===== src/rtl/boot_pkg.sv =====
// Shared definitions for the boot loader: state encoding and field widths.
package boot_pkg;

  localparam int LEN_W   = 16;
  localparam int CKSUM_W = 8;

  typedef enum logic [2:0] {
    ST_IDLE   = 3'd0,
    ST_LEN_HI = 3'd1,
    ST_LEN_LO = 3'd2,
    ST_DATA   = 3'd3,
    ST_CHECK  = 3'd4,
    ST_DONE   = 3'd5,
    ST_ERROR  = 3'd6
  } boot_state_e;

  // States in which the loader consumes stream bytes.
  function automatic logic is_rx_state(input boot_state_e s);
    return (s == ST_LEN_HI) || (s == ST_LEN_LO) || (s == ST_DATA) || (s == ST_CHECK);
  endfunction

endpackage


===== src/rtl/boot_loader_if.sv =====
// Byte stream in, program memory write port out.
// Handshake: a stream byte transfers on a cycle where rx_valid && rx_ready are
// both high at the rising clk edge; rx_data must be stable while rx_valid is
// high, and rx_ready depends only on loader state (never on rx_valid).
// The write port is a bare strobe: prog_addr/prog_wdata are valid when prog_we=1.
interface boot_loader_if #(
  parameter int PROG_AW = 12
) ();
  logic [7:0]         rx_data;
  logic               rx_valid;
  logic               rx_ready;
  logic               prog_we;
  logic [PROG_AW-1:0] prog_addr;
  logic [7:0]         prog_wdata;

  // Loader side.
  modport slave (
    input  rx_data, rx_valid,
    output rx_ready, prog_we, prog_addr, prog_wdata
  );

  // Stream source / memory side.
  modport master (
    output rx_data, rx_valid,
    input  rx_ready, prog_we, prog_addr, prog_wdata
  );
endinterface


===== src/rtl/boot_watchdog.sv =====
// Idle-cycle counter; expired flags when the count reaches TIMEOUT_CYCLES.
module boot_watchdog #(
  parameter int TIMEOUT_CYCLES = 1000000,
  parameter int TO_W           = 20
) (
  input  logic clk,
  input  logic arst_n,
  input  logic enable,
  input  logic clear,
  output logic expired
);

  logic [TO_W-1:0] cnt;

  assign expired = (cnt == TO_W'(TIMEOUT_CYCLES));

  // Count idle cycles; clear wins, and the count holds once expired.
  always_ff @(posedge clk or negedge arst_n) begin
    if (!arst_n) begin
      cnt <= '0;
    end else if (clear) begin
      cnt <= '0;
    end else if (enable && !expired) begin
      cnt <= cnt + 1'b1;
    end
  end

endmodule


===== src/rtl/boot_loader.sv =====
// Loads a length-prefixed, checksummed image from a byte stream into program
// memory, holding the CPU in reset until the image verifies.
module boot_loader
  import boot_pkg::*;
#(
  parameter int PROG_AW        = 12,
  parameter int TIMEOUT_CYCLES = 1000000,
  parameter int TO_W           = 20,
  parameter bit AUTO_BOOT      = 1'b1
) (
  input  logic        clk,
  input  logic        arst_n,
  input  logic        boot_req,
  boot_loader_if.slave bus,
  output logic        bootstrapping,
  output logic        cpu_rst_n,
  output logic        boot_done,
  output logic        boot_error,
  output boot_state_e dbg_state
);

  localparam boot_state_e RST_STATE = AUTO_BOOT ? ST_LEN_HI : ST_IDLE;
  localparam logic [LEN_W:0] CAP    = {{LEN_W{1'b0}}, 1'b1} << PROG_AW;

  boot_state_e        state;
  logic [7:0]         len_hi;
  logic [LEN_W-1:0]   remaining;
  logic [CKSUM_W-1:0] cksum;
  logic               armed;   // LEN_HI may time out only after an explicit boot_req
  logic               prog_we;
  logic [PROG_AW-1:0] prog_addr;
  logic [7:0]         prog_wdata;

  logic               rx_ready;
  logic               accept;
  logic [LEN_W-1:0]   len_full;
  logic               wd_active;
  logic               wd_expired;

  assign rx_ready       = is_rx_state(state);
  assign accept         = bus.rx_valid && rx_ready;
  assign len_full       = {len_hi, bus.rx_data};
  assign wd_active      = rx_ready && !((state == ST_LEN_HI) && !armed);
  assign bus.rx_ready   = rx_ready;
  assign bus.prog_we    = prog_we;
  assign bus.prog_addr  = prog_addr;
  assign bus.prog_wdata = prog_wdata;
  assign dbg_state      = state;

  boot_watchdog #(
    .TIMEOUT_CYCLES(TIMEOUT_CYCLES),
    .TO_W          (TO_W)
  ) u_watchdog (
    .clk    (clk),
    .arst_n (arst_n),
    .enable (wd_active),
    .clear  (accept || !wd_active),
    .expired(wd_expired)
  );

  // Load FSM with all outputs registered; an accepted byte takes priority over a timeout.
  always_ff @(posedge clk or negedge arst_n) begin
    if (!arst_n) begin
      state         <= RST_STATE;
      len_hi        <= '0;
      remaining     <= '0;
      cksum         <= '0;
      armed         <= 1'b0;
      prog_we       <= 1'b0;
      prog_addr     <= '0;
      prog_wdata    <= '0;
      boot_done     <= 1'b0;
      boot_error    <= 1'b0;
      cpu_rst_n     <= !AUTO_BOOT;
      bootstrapping <= AUTO_BOOT;
    end else begin
      prog_we <= 1'b0;
      // Address advances once the write strobe has been presented.
      if (prog_we) prog_addr <= prog_addr + 1'b1;

      case (state)
        ST_IDLE, ST_DONE, ST_ERROR: begin
          if (boot_req) begin
            state         <= ST_LEN_HI;
            boot_done     <= 1'b0;
            boot_error    <= 1'b0;
            cksum         <= '0;
            prog_addr     <= '0;
            cpu_rst_n     <= 1'b0;
            bootstrapping <= 1'b1;
            armed         <= 1'b1;
          end
        end
        ST_LEN_HI: begin
          if (accept) begin
            len_hi <= bus.rx_data;
            state  <= ST_LEN_LO;
          end else if (wd_expired) begin
            state         <= ST_ERROR;
            boot_error    <= 1'b1;
            bootstrapping <= 1'b0;
          end
        end
        ST_LEN_LO: begin
          if (accept) begin
            if ((len_full == '0) || ({1'b0, len_full} > CAP)) begin
              state         <= ST_ERROR;
              boot_error    <= 1'b1;
              bootstrapping <= 1'b0;
            end else begin
              remaining <= len_full;
              state     <= ST_DATA;
            end
          end else if (wd_expired) begin
            state         <= ST_ERROR;
            boot_error    <= 1'b1;
            bootstrapping <= 1'b0;
          end
        end
        ST_DATA: begin
          if (accept) begin
            prog_wdata <= bus.rx_data;
            prog_we    <= 1'b1;
            cksum      <= cksum + bus.rx_data;
            remaining  <= remaining - 1'b1;
            if (remaining == LEN_W'(1)) state <= ST_CHECK;
          end else if (wd_expired) begin
            state         <= ST_ERROR;
            boot_error    <= 1'b1;
            bootstrapping <= 1'b0;
          end
        end
        ST_CHECK: begin
          if (accept) begin
            bootstrapping <= 1'b0;
            if (bus.rx_data == cksum) begin
              state     <= ST_DONE;
              boot_done <= 1'b1;
              cpu_rst_n <= 1'b1;
            end else begin
              state      <= ST_ERROR;
              boot_error <= 1'b1;
            end
          end else if (wd_expired) begin
            state         <= ST_ERROR;
            boot_error    <= 1'b1;
            bootstrapping <= 1'b0;
          end
        end
        default: state <= RST_STATE;
      endcase
    end
  end

endmodule


===== src/flat_wrapper.sv =====
// flat-port wrapper written by rule: the top's interface ports become plain ports
module boot_loader_flat import boot_pkg::*;
#(
  parameter int PROG_AW        = 12,
  parameter int TIMEOUT_CYCLES = 1000000,
  parameter int TO_W           = 20,
  parameter bit AUTO_BOOT      = 1'b1
)
  (clk, arst_n, boot_req, bootstrapping, cpu_rst_n, boot_done, boot_error, dbg_state, bus_rx_data, bus_rx_valid, bus_rx_ready, bus_prog_we, bus_prog_addr, bus_prog_wdata);
  boot_loader_if #(.PROG_AW(PROG_AW)) bus_i ();
  input  logic clk;
  input  logic arst_n;
  input  logic boot_req;
  output logic bootstrapping;
  output logic cpu_rst_n;
  output logic boot_done;
  output logic boot_error;
  output boot_state_e dbg_state;
  input wire logic [$bits(bus_i.rx_data)-1:0] bus_rx_data;
  input wire logic [$bits(bus_i.rx_valid)-1:0] bus_rx_valid;
  output wire logic [$bits(bus_i.rx_ready)-1:0] bus_rx_ready;
  output wire logic [$bits(bus_i.prog_we)-1:0] bus_prog_we;
  output wire logic [$bits(bus_i.prog_addr)-1:0] bus_prog_addr;
  output wire logic [$bits(bus_i.prog_wdata)-1:0] bus_prog_wdata;
  assign bus_i.rx_data = bus_rx_data;
  assign bus_i.rx_valid = bus_rx_valid;
  assign bus_rx_ready = bus_i.rx_ready;
  assign bus_prog_we = bus_i.prog_we;
  assign bus_prog_addr = bus_i.prog_addr;
  assign bus_prog_wdata = bus_i.prog_wdata;
  boot_loader #(.PROG_AW(PROG_AW), .TIMEOUT_CYCLES(TIMEOUT_CYCLES), .TO_W(TO_W), .AUTO_BOOT(AUTO_BOOT)) u_core (.clk(clk), .arst_n(arst_n), .boot_req(boot_req), .bus(bus_i), .bootstrapping(bootstrapping), .cpu_rst_n(cpu_rst_n), .boot_done(boot_done), .boot_error(boot_error), .dbg_state(dbg_state));
endmodule

===== config.mk =====
export PLATFORM = sky130hd
export DESIGN_NAME = boot_loader_flat
export DESIGN_NICKNAME = d
export VERILOG_FILES = /design/src/rtl/boot_pkg.sv /design/src/rtl/boot_loader_if.sv /design/src/rtl/boot_watchdog.sv /design/src/rtl/boot_loader.sv /design/src/flat_wrapper.sv
export SDC_FILE = /design/constraint.sdc
export NUM_CORES = 1
export LEC_CHECK = 0
export BUFFER_PORTS_ARGS = -buffer_cell sky130_fd_sc_hd__buf_2
export CAP_MARGIN = 5
export CORE_MARGIN = 10
export CORE_UTILIZATION = 60
export CTS_CLUSTER_DIAMETER = 80
export DETAILED_ROUTE_END_ITERATION = 6
export PLACE_DENSITY = 0.8
export SLEW_MARGIN = 20
export SYNTH_ARGS = -nofsm -noshare
export SYNTH_HDL_FRONTEND = slang
export SYNTH_SLANG_ARGS = --single-unit
export TNS_END_PERCENT = 50

===== constraint.sdc =====
create_clock -name clk -period 4.92 [get_ports clk]
set_input_delay 0.984 -clock clk [delete_from_list [all_inputs] [get_ports clk]]
set_output_delay 0.984 -clock clk [all_outputs]
set_load 0.03 [all_outputs]

-- Word-level counts from Yosys, hierarchy flattened
Cells that the tools add are included.
- output and inout port bits: 29
- input port bits: 12
- register bits: 80
- logic and storage cells: 109
- reduce and logical (&&, ||, !) cells: 31
- equal/unequal tests: 19
- $add $sub $neg: 4
- order comparisons: 1
- multiplexer cells: 42
- operator list (operator ; count):
    two-way mux 16 bit ; 3
    two-way mux 20 bit ; 2
    two-way mux 12 bit ; 3
    case mux 16 bit (2 select lines) ; 1
    two-way mux 3 bit ; 8
    adder 20 x 1 -> 20 bit, second input constant ; 1
    == test 20 bit, second input constant ; 1
    two-way mux 1 bit ; 17
    == test 16 x 1 -> 1 bit, second input constant ; 1
    greater-than comparator 16 x 13 -> 1 bit, second input constant ; 1
    zero test 16 bit ; 1
    two-way mux 8 bit ; 2
    case mux 8 bit (2 select lines) ; 1
    subtractor 16 x 1 -> 16 bit, second input constant ; 1
    case mux 3 bit (5 select lines) ; 1
    adder 12 x 1 -> 12 bit, second input constant ; 1
    AND reduction 4 bit ; 3
    == test 3 bit, second input constant ; 3
    inequality test 3 bit, second input constant ; 3
    adder 8 bit ; 1
    == test 8 bit ; 1
    inequality test 2 bit, second input constant ; 4
    case mux 1 bit (4 select lines) ; 2
    AND reduction 2 bit ; 4
    15 further kinds ; 31

-- Longest topological paths before layout
- depth after elaboration: 8
- depth in mapped cells: 9
- gate-level depth less buffers: 8

-- Cells and area by module
From an unflattened synthesis, not the netlist that was laid out.
- cell total of the unflattened synthesis: 490
- area total of the unflattened synthesis: 4606.9 um^2
- modules (own cells, without submodules) (module ; seq. area each (um^2) ; area an instance (um^2) ; instances ; cells an instance):
    boot_loader ; 1503.9 ; 3498.4 ; 1 ; 373
    boot_watchdog ; 500.5 ; 1108.6 ; 1 ; 117

-- Worst setup path after synthesis
Ideal clock, no wire load.
- kind: input to register
- start: in bus_rx_data[0]
- end: reg u_core.cksum[6]
- required time: 4.782 ns
- library setup time: 0.138 ns
- setup slack: 2.386 ns
- arrival: 2.396 ns
- cell stages on the path: 8
- path buffers: 0
- cells stage by stage: ha_1 > fa_1 > a21o_1 > a21oi_1 > o21bai_1 > a21oi_1 > xor2_1 > o22ai_1
- longest elaborated chain between the ends: 3
- RTL lines (element ; line ; RTL):
    start, declared ; flat_wrapper.sv:19 ; input wire logic [$bits(bus_i.rx_data)-1:0] bus_rx_data;
    adder 8 bit ; boot_loader.sv:124 ; cksum <= cksum + bus.rx_data;
    two-way mux 8 bit ; boot_loader.sv:121 ; if (accept) begin
    case mux 8 bit (2 select lines) ; boot_loader.sv:81 ; case (state)
    end signal, assigned ; boot_loader.sv:124 ;
    end, declared ; boot_loader.sv:28 ; logic [CKSUM_W-1:0] cksum;
No other way between the ends. The select of a mux whose other input is x is not followed.
A chain may end at the register's enable or synchronous reset.

-- Worst setup path in the final report
- start: reg u_core.state[1] (netlist: u_core.dbg_state[1])
- end: reg u_core.remaining[6]
- longest elaborated chain between the ends: 7
- elaborated cells between the ends (all ways): 14
- those cells by class: eq/ne (7); mux (1); reduce/logical (6)
- RTL lines (element ; line ; RTL):
    start, declared ; boot_loader.sv:25 ; boot_state_e state;
    start signal, assigned ; boot_loader.sv:64 ; state <= RST_STATE;
    start signal, assigned ; boot_loader.sv:84 ; state <= ST_LEN_HI;
    start signal, assigned ; boot_loader.sv:97 ; state <= ST_LEN_LO;
    == test 3 x 1 -> 1 bit / == test 3 x 2 -> 1 bit (equally long branches) ; boot_pkg.sv:19, boot_loader.sv:81 ;
    logical OR 1 bit (3 in a row) ; boot_pkg.sv:19 ; return (s == ST_LEN_HI) || (s == ST_LEN_LO) || (s == ST_DATA) || (s == ST_CHECK);
    logical AND 1 bit ; boot_loader.sv:41 ; assign accept = bus.rx_valid && rx_ready;
    inequality test 2 x 1 -> 1 bit (no source line) ; -- ;
    AND reduction 4 bit (no source line) ; -- ;
    end signal, assigned ; boot_loader.sv:111 ; remaining <= len_full;
    end signal, assigned ; boot_loader.sv:125 ; remaining <= remaining - 1'b1;
    end, declared ; boot_loader.sv:27 ; logic [LEN_W-1:0] remaining;
Parallel ways exist; a longest one is shown, timed or not.

==> results.yml <==
clocking:
  clock_pin_slew_worst_setup_and_hold_paths_ns: 0.09
  cts-hold-fix-buffers: 0
  worstSkewPairLatency_ns: 0.36
  post-cts-setup-buffers: 0
  clock-sinks: 80
  root_buffer: "sky130_fd_sc_hd__clkbuf_8"
  clock_tree.buffer_depth: 2
  number_of_buffers_created_by_cts: 9
  tritoncts: "built"
  htreeDepth: 3
  cts_resized: 0
power_and_ir_drop:
  irDropWorstVdd_mv: 0.302
  leakagePower_nw: 2.18
  power.density_cell_area_nw_per_um2: 534
global_routing:
  number_of_antenna_violations_at_the_first_check_in_global_routing: 0
  grt-ovfl-total: 0
  global_route.usage.total: 0.176
  grt_start_max_net_pins: 81
  first_global_vias: 3486
  global_route_wire_length_before_repair_mm: 16.6
drt:
  postRouteAntennaNets: 0
  average_detailed_routed_wire_length_per_instance_um: 15.8
  firstDrtPassIters: 5
  initialDrtViolationCount: 195
  via_count: 3530
  totalWireLength_mm: 9.59
  drc: 0
  vias_per_cell: 5.82
yosys:
  cell_with_the_most_instances_after_synthesis: "sky130_fd_sc_hd__dfrtp_1"
  netlist.area_leader.share: 0.443
  synthCells: 472
  syn_nets: 497
  synthFlopType: "sky130_fd_sc_hd__dfrtp_1"
  ys_ff_latch: 80
  netlist-cell-type-count: 64
  synthArstFlopShare: 1.00
  ys_top_cells_by_count: "78 x sky130_fd_sc_hd__dfrtp_1, 68 x sky130_fd_sc_hd__nor2_1, 51 x sky130_fd_sc_hd__nand2_1"
  synth_top_cells_by_area: "sky130_fd_sc_hd__dfrtp_1 44%, sky130_fd_sc_hd__nor2_1 5.8%, sky130_fd_sc_hd__xor2_1 5.4%"
  synth_enable_flop_cells: 0
  syn_area_per_cell_um2: 9.33
  post-synth-top-area-cell: "sky130_fd_sc_hd__dfrtp_1"
  yosysSeqAreaShare: 0.455
  synthesis.area_um2: 4400
  synth-warning-count: 0
setup_path:
  worstPathBufferInverterCount: 1
  cp_peak_stage_delay_ns: 0.75
  criticalPathCategory: "reg2reg"
  critPathLaunchType: "flop"
  cp_slowest_cell: "sky130_fd_sc_hd__inv_1"
  critPathRequiredTime_ns: 5.12
  cpMostUsedCell: "sky130_fd_sc_hd__o21ai_0"
  critical_path.top_delay_family: "simple AND/OR/NAND/NOR gates"
  critical_path_maximum_fanout: 29
  worstPathCellList: "nor2b_2 > nand3_1 > inv_1 > nor2_4 > o21ai_0 > o21ai_0"
  critPathArrivalTime_ns: 3.35
  endpoint_kind_of_the_worst_setup_timing_path: "flop"
cells_and_area:
  antennaDiodeCount: 0
  num-fill-cells: 586
  total_area_of_multi_input_combinational_cells_um2: 2250
  finish.instance_area_um2: 4830
  fin_nets: 528
  sequential_cell_area_um2: 2000
  syn_to_final_growth_pct: 9.69
  drive_gt1_frac: 0.169
placed_design:
  hpwl_mm: 6.61
  placedInstanceArea_um2: 4630
  io_buffer_count: 40
  finalWeightedCongestion: 0.859
timing:
  fin_crit_ns: 3.15
  grt_setup_unrepaired: "false"
  timing.clock.skew_ns: 0.0136
  finalHoldWorstSlack_ns: 0.479
  clock.fmax_ghz: 0.318
  final_max_slew_viols: 0
  slew-limit-headroom: 0.343
  setup-violations-final: 0
  worst_slew_pin_slew_ns: 0.985
  final_cycle_utilization_of_the_critical_path: 0.639
  setup_tns_ns: 0
  finalHoldViolCount: 0
min_path:
  worstHoldPathType: "reg2reg"
floorplan:
  std_cell_rows: 31
  dieHeight_um: 106
  chipWidth_um: 106
  initial_utilization: 0.614
  fp.dieArea_um2: 11200
  core_region_area_um2: 7180
  design.portCount: 41
flow_run:
  max_cap_violations: 0
run_status:
  status: "completed"
==> layout make-up <==
| class | instances | share of cell area |
|---|---|---|
| Multi-Input combinational cell | 360 | 0.467 |
| Sequential cell | 80 | 0.415 |
| Timing Repair Buffer | 41 | 0.0435 |
| Clock buffer | 10 | 0.0285 |
| Tap cell | 99 | 0.0256 |
| Clock inverter | 6 | 0.0122 |
| Inverter | 11 | 0.00855 |
==> state kept, by name, indices dropped and copies added, names as in the netlist, 3 cells and up <==
register and cells:
u_core.bus.prog_addr 12, u_core.bus.prog_wdata 8, u_core.cksum 8, u_core.dbg_state 3, u_core.len_hi 8, u_core.remaining 16
u_core.u_watchdog.cnt 20
==> stage by stage <==
| stage | setup slack (ns) | total power (W) | cells | utilization |
|---|---|---|---|---|
| 6_report | 1.77 | 0.00258 | 607 | 0.673 |
| 5_1_grt | 1.40 | 0.00277 | 607 | 0.673 |
| 4_1_cts | 1.50 | 0.00258 | 607 | 0.672 |
| 3_5_place_dp | 1.24 | 0.00209 | 591 | 0.645 |
| 3_3_place_gp | 1.37 | 0.00205 | 591 | 0.645 |
| 2_1_floorplan | 2.39 | 0.00184 | 472 | - |
==> cell usage in the layout, fill, tap and decap left out, types with 2 or more instances in the layout <==
cell	instances
sky130_fd_sc_hd__nand3b_1	3
sky130_fd_sc_hd__mux2_2	9
sky130_fd_sc_hd__o21a_1	3
sky130_fd_sc_hd__o211ai_1	2
sky130_fd_sc_hd__o22ai_1	7
sky130_fd_sc_hd__xor2_1	27
sky130_fd_sc_hd__clkinv_2	4
sky130_fd_sc_hd__dfstp_2	2
sky130_fd_sc_hd__buf_4	2
sky130_fd_sc_hd__o21ai_1	13
sky130_fd_sc_hd__clkbuf_8	10
sky130_fd_sc_hd__a22o_1	2
sky130_fd_sc_hd__nor2_4	2
sky130_fd_sc_hd__nor2_1	68
sky130_fd_sc_hd__and2_1	3
sky130_fd_sc_hd__dfrtp_1	78
sky130_fd_sc_hd__nor4b_1	2
sky130_fd_sc_hd__ha_1	12
sky130_fd_sc_hd__nand3_1	18
sky130_fd_sc_hd__a32oi_1	2
sky130_fd_sc_hd__nand2_1	50
sky130_fd_sc_hd__inv_1	11
sky130_fd_sc_hd__and4_1	3
sky130_fd_sc_hd__buf_2	39
sky130_fd_sc_hd__xnor2_1	12
sky130_fd_sc_hd__nor2b_1	3
sky130_fd_sc_hd__a22oi_1	2
sky130_fd_sc_hd__mux2i_1	2
sky130_fd_sc_hd__nand4_1	10
sky130_fd_sc_hd__o22a_1	2
sky130_fd_sc_hd__nor3_1	6
sky130_fd_sc_hd__nor4_1	10
sky130_fd_sc_hd__nor3_2	3
sky130_fd_sc_hd__a21o_1	2
sky130_fd_sc_hd__and3_1	6
sky130_fd_sc_hd__a21oi_1	24
sky130_fd_sc_hd__o21ai_0	22
sky130_fd_sc_hd__and4bb_2	2
sky130_fd_sc_hd__nand2b_1	3
==> worst min-delay path, delay by kind of cell, from the launching register on <==
| kind | cells | cell delay (ns) |
|---|---|---|
| DFF | 1 | 0.35 |
| and+or+nand+nor | 2 | 0.11 |
==> power breakdown <==
| group | switching, W | leakage, nW | internal [W] |
|---|---|---|---|
| Combinational | 0.000647 | 1.04 | 0.000384 |
| Clock | 0.000239 | 0.106 | 0.000246 |
| Sequential | 0.000220 | 1.04 | 0.000844 |
| Total | 0.00111 | 2.18 | 0.00147 |
==> logic make-up after synthesis <==
group / Yosys count / synth area share
simple gates: 205 / 0.239
mux: 12 / 0.0307
flops: 80 / 0.455
compound gates: 91 / 0.124
fa+ha+maj: 13 / 0.0386
buf+inv: 32 / 0.0347
xor+xnor: 39 / 0.0776
==> path summary, 6_finish.rpt <==
| kind | slack, ns | end | cells past startpoint | from |
|---|---|---|---|---|
| min in group asynchronous | 0.78 | u_core.bus.prog_addr[9] | 1 | arst_n |
| worst min register to register | 0.48 | u_core.bus.prog_wdata[5] | 2 | u_core.bus.prog_wdata[5] |
| max in group asynchronous | 3.50 | u_core.bus.prog_wdata[0] | 1 | arst_n |
| worst max-delay path | 1.77 | u_core.remaining[6] | 6 | u_core.dbg_state[1] |
| worst min-delay path | 0.48 | u_core.bus.prog_wdata[5] | 2 | u_core.bus.prog_wdata[5] |
| worst max register to register | 1.77 | u_core.remaining[6] | 6 | u_core.dbg_state[1] |
==> metal layers <==
metal,up-vias,wire [µm],part of all wire,global-route usage
met5,-,0,0,0
met1,1707,4450,0.46,0.232
met2,91,4420,0.46,0.275
met4,0,164,0.017,0.0580
met3,15,549,0.057,0.0499
li1,1717,-,-,-
Note: power is estimated with default switching activity, not from simulation.
